## config.mk

```make
export PLATFORM = sky130hd
export DESIGN_NAME = cp0_unit
export DESIGN_NICKNAME = d
export VERILOG_FILES = /design/src/rtl/cp0_pkg.sv /design/src/rtl/cp0_unit.sv
export SDC_FILE = /design/constraint.sdc
export NUM_CORES = 1
export LEC_CHECK = 0
export CAP_MARGIN = 10
export CELL_PAD_IN_SITES_DETAIL_PLACEMENT = 1
export CELL_PAD_IN_SITES_GLOBAL_PLACEMENT = 2
export CORE_UTILIZATION = 22
export DETAILED_ROUTE_END_ITERATION = 6
export PLACE_DENSITY = 0.79
export SKIP_LAST_GASP = 1
export SLEW_MARGIN = 20
export SYNTH_ARGS = -nofsm -noshare
export SYNTH_HDL_FRONTEND = slang
export SYNTH_SLANG_ARGS = --single-unit
```

## constraint.sdc

```tcl
create_clock -name clk -period 3.04 [get_ports clk]
set_input_delay 0.76 -clock clk [delete_from_list [all_inputs] [get_ports clk]]
set_output_delay 0.76 -clock clk [all_outputs]
set_load 0.02 [all_outputs]
```

## src/rtl/cp0_pkg.sv

```systemverilog
// Shared CP0 constants for the P7 pipeline: register numbers, ExcCodes,
// handler entry address and register field positions.
package cp0_pkg;

  localparam logic [31:0] HANDLER_PC = 32'h0000_4180;

  localparam logic [4:0] REG_BADVADDR = 5'd8;
  localparam logic [4:0] REG_SR       = 5'd12;
  localparam logic [4:0] REG_CAUSE    = 5'd13;
  localparam logic [4:0] REG_EPC      = 5'd14;

  typedef enum logic [4:0] {
    EXC_INT     = 5'd0,
    EXC_ADEL    = 5'd4,
    EXC_ADES    = 5'd5,
    EXC_SYSCALL = 5'd8,
    EXC_RI      = 5'd10,
    EXC_OV      = 5'd12
  } exc_code_e;

  localparam int SR_IE_BIT    = 0;
  localparam int SR_EXL_BIT   = 1;
  localparam int SR_IM_LO     = 10;
  localparam int CAUSE_EXC_LO = 2;
  localparam int CAUSE_IP_LO  = 10;
  localparam int CAUSE_BD_BIT = 31;

  function automatic logic is_addr_exc(input logic [4:0] code);
    return (code == EXC_ADEL) || (code == EXC_ADES);
  endfunction

endpackage

```

## src/rtl/cp0_unit.sv

```systemverilog
// Coprocessor 0 (SR, Cause, EPC) with interrupt/exception arbitration for the
// M stage. Optional BadVAddr register is enabled by `CP0_BADVADDR_EN.
module cp0_unit
  import cp0_pkg::*;
#(
  parameter int HW_INT_W = 6
) (
  input  logic                clk,
  input  logic                reset,
  input  logic                we,
  input  logic [4:0]          cp0_addr,
  input  logic [31:0]         cp0_wdata,
  output logic [31:0]         cp0_rdata,
  input  logic [31:0]         pc_m,
  input  logic                bd_m,
  input  logic                exc_valid,
  input  logic [4:0]          exc_code_in,
  input  logic                eret_m,
  input  logic [HW_INT_W-1:0] hw_int,
`ifdef CP0_BADVADDR_EN
  input  logic [31:0]         badvaddr_in,
`endif
  output logic                req,
  output logic [31:0]         epc_out
);

  logic [HW_INT_W-1:0] sr_im;
  logic                sr_exl;
  logic                sr_ie;
  logic                cause_bd;
  logic [HW_INT_W-1:0] cause_ip;
  logic [4:0]          cause_exc;
  logic [31:0]         epc;
`ifdef CP0_BADVADDR_EN
  logic [31:0]         badvaddr;
`endif

  logic int_req;
  logic exc_req;
  logic epc_wr;

  // Interrupts outrank synchronous exceptions; EXL masks everything.
  assign int_req = (|(hw_int & sr_im)) & sr_ie & ~sr_exl;
  assign exc_req = exc_valid & ~sr_exl;
  assign req     = (int_req | exc_req) & ~reset;

  // An mtc0 to EPC in the same cycle as eret must redirect to the new value.
  assign epc_wr  = we && (cp0_addr == REG_EPC);
  assign epc_out = epc_wr ? {cp0_wdata[31:2], 2'b00} : epc;

  // NOTE: every register below uses non-blocking assignments so all fields
  // sample the same pre-edge state (e.g. EXL used by int_req above).
  always_ff @(posedge clk) begin
    if (reset) begin
      sr_im     <= '0;
      sr_exl    <= 1'b0;
      sr_ie     <= 1'b0;
      cause_bd  <= 1'b0;
      cause_ip  <= '0;
      cause_exc <= '0;
      epc       <= '0;
    end else begin
      cause_ip <= hw_int;
      if (req) begin
        sr_exl    <= 1'b1;
        cause_bd  <= bd_m;
        cause_exc <= int_req ? EXC_INT : exc_code_in;
        epc       <= bd_m ? (pc_m - 32'd4) : pc_m;
      end else begin
        if (eret_m) sr_exl <= 1'b0;
        if (we) begin
          if (cp0_addr == REG_SR) begin
            sr_im  <= cp0_wdata[SR_IM_LO +: HW_INT_W];
            sr_exl <= cp0_wdata[SR_EXL_BIT];
            sr_ie  <= cp0_wdata[SR_IE_BIT];
          end else if (cp0_addr == REG_EPC) begin
            epc <= {cp0_wdata[31:2], 2'b00};
          end
        end
      end
    end
  end

`ifdef CP0_BADVADDR_EN
  always_ff @(posedge clk) begin
    if (reset) begin
      badvaddr <= '0;
    end else if (exc_req && !int_req && is_addr_exc(exc_code_in)) begin
      badvaddr <= badvaddr_in;
    end
  end
`endif

  // NOTE: cp0_rdata gets a default before the case so no latch is inferred
  // for unimplemented addresses or unlisted bits.
  always_comb begin
    cp0_rdata = '0;
    case (cp0_addr)
      REG_SR: begin
        cp0_rdata[SR_IM_LO +: HW_INT_W] = sr_im;
        cp0_rdata[SR_EXL_BIT]           = sr_exl;
        cp0_rdata[SR_IE_BIT]            = sr_ie;
      end
      REG_CAUSE: begin
        cp0_rdata[CAUSE_BD_BIT]             = cause_bd;
        cp0_rdata[CAUSE_IP_LO +: HW_INT_W]  = cause_ip;
        cp0_rdata[CAUSE_EXC_LO +: 5]        = cause_exc;
      end
      REG_EPC: cp0_rdata = epc;
`ifdef CP0_BADVADDR_EN
      REG_BADVADDR: cp0_rdata = badvaddr;
`endif
      default: cp0_rdata = '0;
    endcase
  end

endmodule
```

==> key figures <==
Status
  • Status: finished, final reports clean

Setup path
  • R2r setup slk: 1.11 ns
  • Crit path DAT: 2.26 ns
  • CP Capture Type: output port
  • Crit-path max FO: 5
  • Nature of the critical path startpoint: primary input
  • Most used cell, CP: clkdlybuf4s15_1
  • Critical Path RT: approximately 2.3 ns
  • Crit-path cells: clkdlybuf4s15_1, nand4b_1, nor2_4, buf_6, buf_12, mux2_2, clkdlybuf4s15_1
  • CP Class: primary input to output port
  • Slowest CP cell: mux2_2
  • Largest stage delay, worst path: 0.35 ns

Timing
  • Final min period: ~3.0 ns
  • Fin. Hold Viols: 0
  • Tcrit/Tclk final: 0.994
  • Slew @ Worst Pin: between 0.5 and 0.6 ns
  • Worst relative slew slack: 0.617
  • Endpoints failing setup: 0
  • RSZ-0062 raised after global routing: true
  • Fmax: 331 MHz
  • Count of pins over their slew limit: 0
  • Total negative slack: 0 ns
  • Hold slack final: 0.484 ns
  • Max Clock Skew: 0.00417 ns

Detailed routing
  • Number of vias per cell: between 4 and 5
  • Routed Antenna Nets: 0
  • Initial DRC Count: 102
  • DR vias: 3403
  • DR WL/cell: 17.1 um
  • Drt drc: 0
  • Detailed Routing Iterations Pass 1: 4
  • Final WL: 12500 um

Cells and area
  • # fillers: 1578
  • Nets: 640
  • Area Overhead vs Synth: 73.7%
  • Cell area after layout: 5340 um2
  • Register Area: around 1000 um2
  • Final core utilization: 0.397
  • Layout cell share with drive strength beyond 1: 0.260
  • Area occupied by multi-input gates: approximately 2000 um2

Logic synthesis
  • Yosys reg bits: 52
  • Synth Flop Type: dfxtp_1
  • Synth Instances: 359
  • Post-Synthesis Net Count: 446
  • Area leader, netlist: dfxtp_1
  • Mapped cell area: ~3100 um2
  • Synth cell types: 42
  • Syn_area_per_cell: 8.56 um2
  • Asr flop ratio synth: 0
  • Yosys warning total: 0
  • Seq/Total Area, Yosys: 0.339
  • Post-synth EDFFs: 0
  • Synth top area share: 0.339
  • Synth area leaders: dfxtp_1 34%, mux2_2 11%, nor2_1 6.7%, a211oi_1 6.1%, xnor2_1 5.4%

Global route
  • Vias in the first global route: 3797
  • First-pass GRT wire length: 19700 um
  • Total congestion overflow: 0
  • Total GRT Usage: 0.177
  • Initial antenna violation count: 1
  • Largest net degree at the start of global routing: 59

Power and ir drop
  • Pint: around 1.4 mW
  • Leakage: about 2.3 nW
  • Combinational Power Share: 0.226
  • Power Density: 344 nW/um2
  • Clk network pwr share: 0.374
  • Max VDD drop: roughly 190 uV
  • Switch Pwr: 478 uW
  • Sequential share of power: 0.400
  • Switching part of the total power: 0.261

Hold path
  • Min-Delay Path Class: flip-flop to flip-flop

Placed design
  • Final Wtd Congestion: 0.817
  • Number of I/O port buffers: 150
  • Post-DP HPWL: 9370 um
  • Placed cell area: 5130 um2

Floorplanning
  • Starting Density: 0.228
  • Die Wd: ~120 um
  • Die height: 120 um
  • Boundary pin count: 151
  • Placeable Area: 13500 um2
  • Die ar.: roughly 14000 um2
  • Row cnt: 42

Clock tree
  • CTS tree: done
  • Root Buffer: clkbuf_16
  • Num CTS Buffers: 5
  • H-tree depth: 2
  • Post-CTS Hold Fix Bufs: 0
  • Longest Clk Path Bufs: 2
  • Worst-skew pair later-pin latency: 0.30 ns
  • Worst-path clk slew: about 0.070 ns
  • CTS Sinks: 52

Job
  • Max-cap violations: 0
worst max-delay path: cells and delay by family:
kind	cells	cell delay (ns)
buf+inv	4	0.72
mux	1	0.35
simple gates	2	0.43
power groups by stage:
stage                     clock [mW]  combinational [mW]  sequential, mW
after global routing           0.742               0.448           0.738
after CTS                      0.716               0.420           0.733
after global placement             0               0.420           0.748
after detailed placement           0               0.428           0.749
final                          0.687               0.415           0.733
after floorplan                    0               0.174           0.741
path summary, 6_finish.rpt:
kind                          from                    end  depth (start not counted)
max                    cp0_addr[4]            epc_out[14]                          7
min          cause_bd$_SDFFE_PP0N_  cause_bd$_SDFFE_PP0N_                          2
max reg2reg  sr_im[3]$_SDFFE_PP0P_   epc[29]$_SDFFE_PP0P_                          7
min reg2reg  cause_bd$_SDFFE_PP0N_  cause_bd$_SDFFE_PP0N_                          2
cells in the mapped netlist, drive strengths merged, types with 3 or more instances:
cell,instances
a22o,8
dfxtp,52
mux2,30
xor2,5
xnor2,19
clkbuf,21
nor2b,8
nand3,4
o21ai,8
or4,5
nor4,11
mux2i,15
a211oi,25
a22oi,8
nor3,9
nand2,18
or3,5
a311oi,3
a21oi,4
and2,18
nor2,55
or2,4
inv,4
logic make-up (layout without fill, tap and decap cells):
group | after synthesis | count (layout) | synth area share
flip-flops | 52 | 52 | 0.339
XOR/XNOR | 24 | 24 | 0.0684
other | 0 | 1 | 0
multiplexers | 45 | 45 | 0.159
AND/OR/NAND/NOR | 148 | 148 | 0.249
buffers and inverters | 28 | 223 | 0.0366
AO/OA/AOI/OAI | 61 | 61 | 0.144
adder cells (fa/ha/maj) | 1 | 1 | 0.00407
area by class of cell:
| type | instances | area share |
|---|---|---|
| clock inverter | 2 | 0.00727 |
| antenna | 1 | 0.000469 |
| timing repair buffer | 210 | 0.356 |
| inverter | 5 | 0.00352 |
| clock buffer | 6 | 0.0260 |
| multi-input combinational | 279 | 0.371 |
| sequential | 52 | 0.195 |
| tap | 176 | 0.0412 |
state kept, by name, summed over array words and instances, names as in the netlist:
name       count
sr_exl         1
epc           32
cause_exc      5
cause_bd       1
cause_ip       6
sr_im          6
sr_ie          1
layer usage:
metal	wire length (um)	track usage	part of all wire	up-vias
met1	5570	0.220	0.45	1608
met3	703	0.0335	0.056	14
li1	-	-	-	1676
met4	243	0.0648	0.019	0
met2	6000	0.302	0.48	105
met5	0	0	0	-
layout by cell type (no fill, tap or decap), types with 3 or more instances in the layout:
cell type        instances
xor2_1                   5
nor3_1                   9
buf_2                    8
dlymetal6s2s_1          10
dlygate4sd2_1           29
o21ai_0                  8
a22o_1                   8
a21oi_1                  4
inv_1                    4
buf_6                    5
dfxtp_1                 52
nand2_1                 17
nor2_1                  53
xnor2_1                 19
nand3_1                  4
nor4_1                  11
a211oi_1                25
clkbuf_2                11
nor2b_1                  8
or2_2                    3
mux2_2                  24
a311oi_1                 3
clkdlybuf4s15_2          4
mux2i_1                 15
clkbuf_16                5
a22oi_1                  6
buf_12                   4
or4_1                    3
mux2_4                   6
buf_4                   59
clkdlybuf4s50_1         78
or3_1                    3
and2_1                  18
per-stage QoR:
| step | worst slack (ns) | total power, mW | cells |
|---|---|---|---|
| 6_report | 0.0180 | 1.83 | 731 |
| 5_1_grt | -0.0308 | 1.93 | 731 |
| 4_1_cts | -0.0630 | 1.87 | 731 |
| 3_5_place_dp | -0.441 | 1.18 | 714 |
| 3_3_place_gp | -0.445 | 1.17 | 714 |
| 2_1_floorplan | 0.0592 | 0.915 | 359 |
timing repair:
| action | in CTS | in global routing |
|---|---|---|
| cloned | 1 | 0 |
| resized for setup | 138 | 39 |
| endpoints found under the setup margin | 65 | 41 |
| pin swaps | 3 | 1 |
| setup buffers | 8 | 1 |
Note: power is estimated with default switching activity, not from simulation.
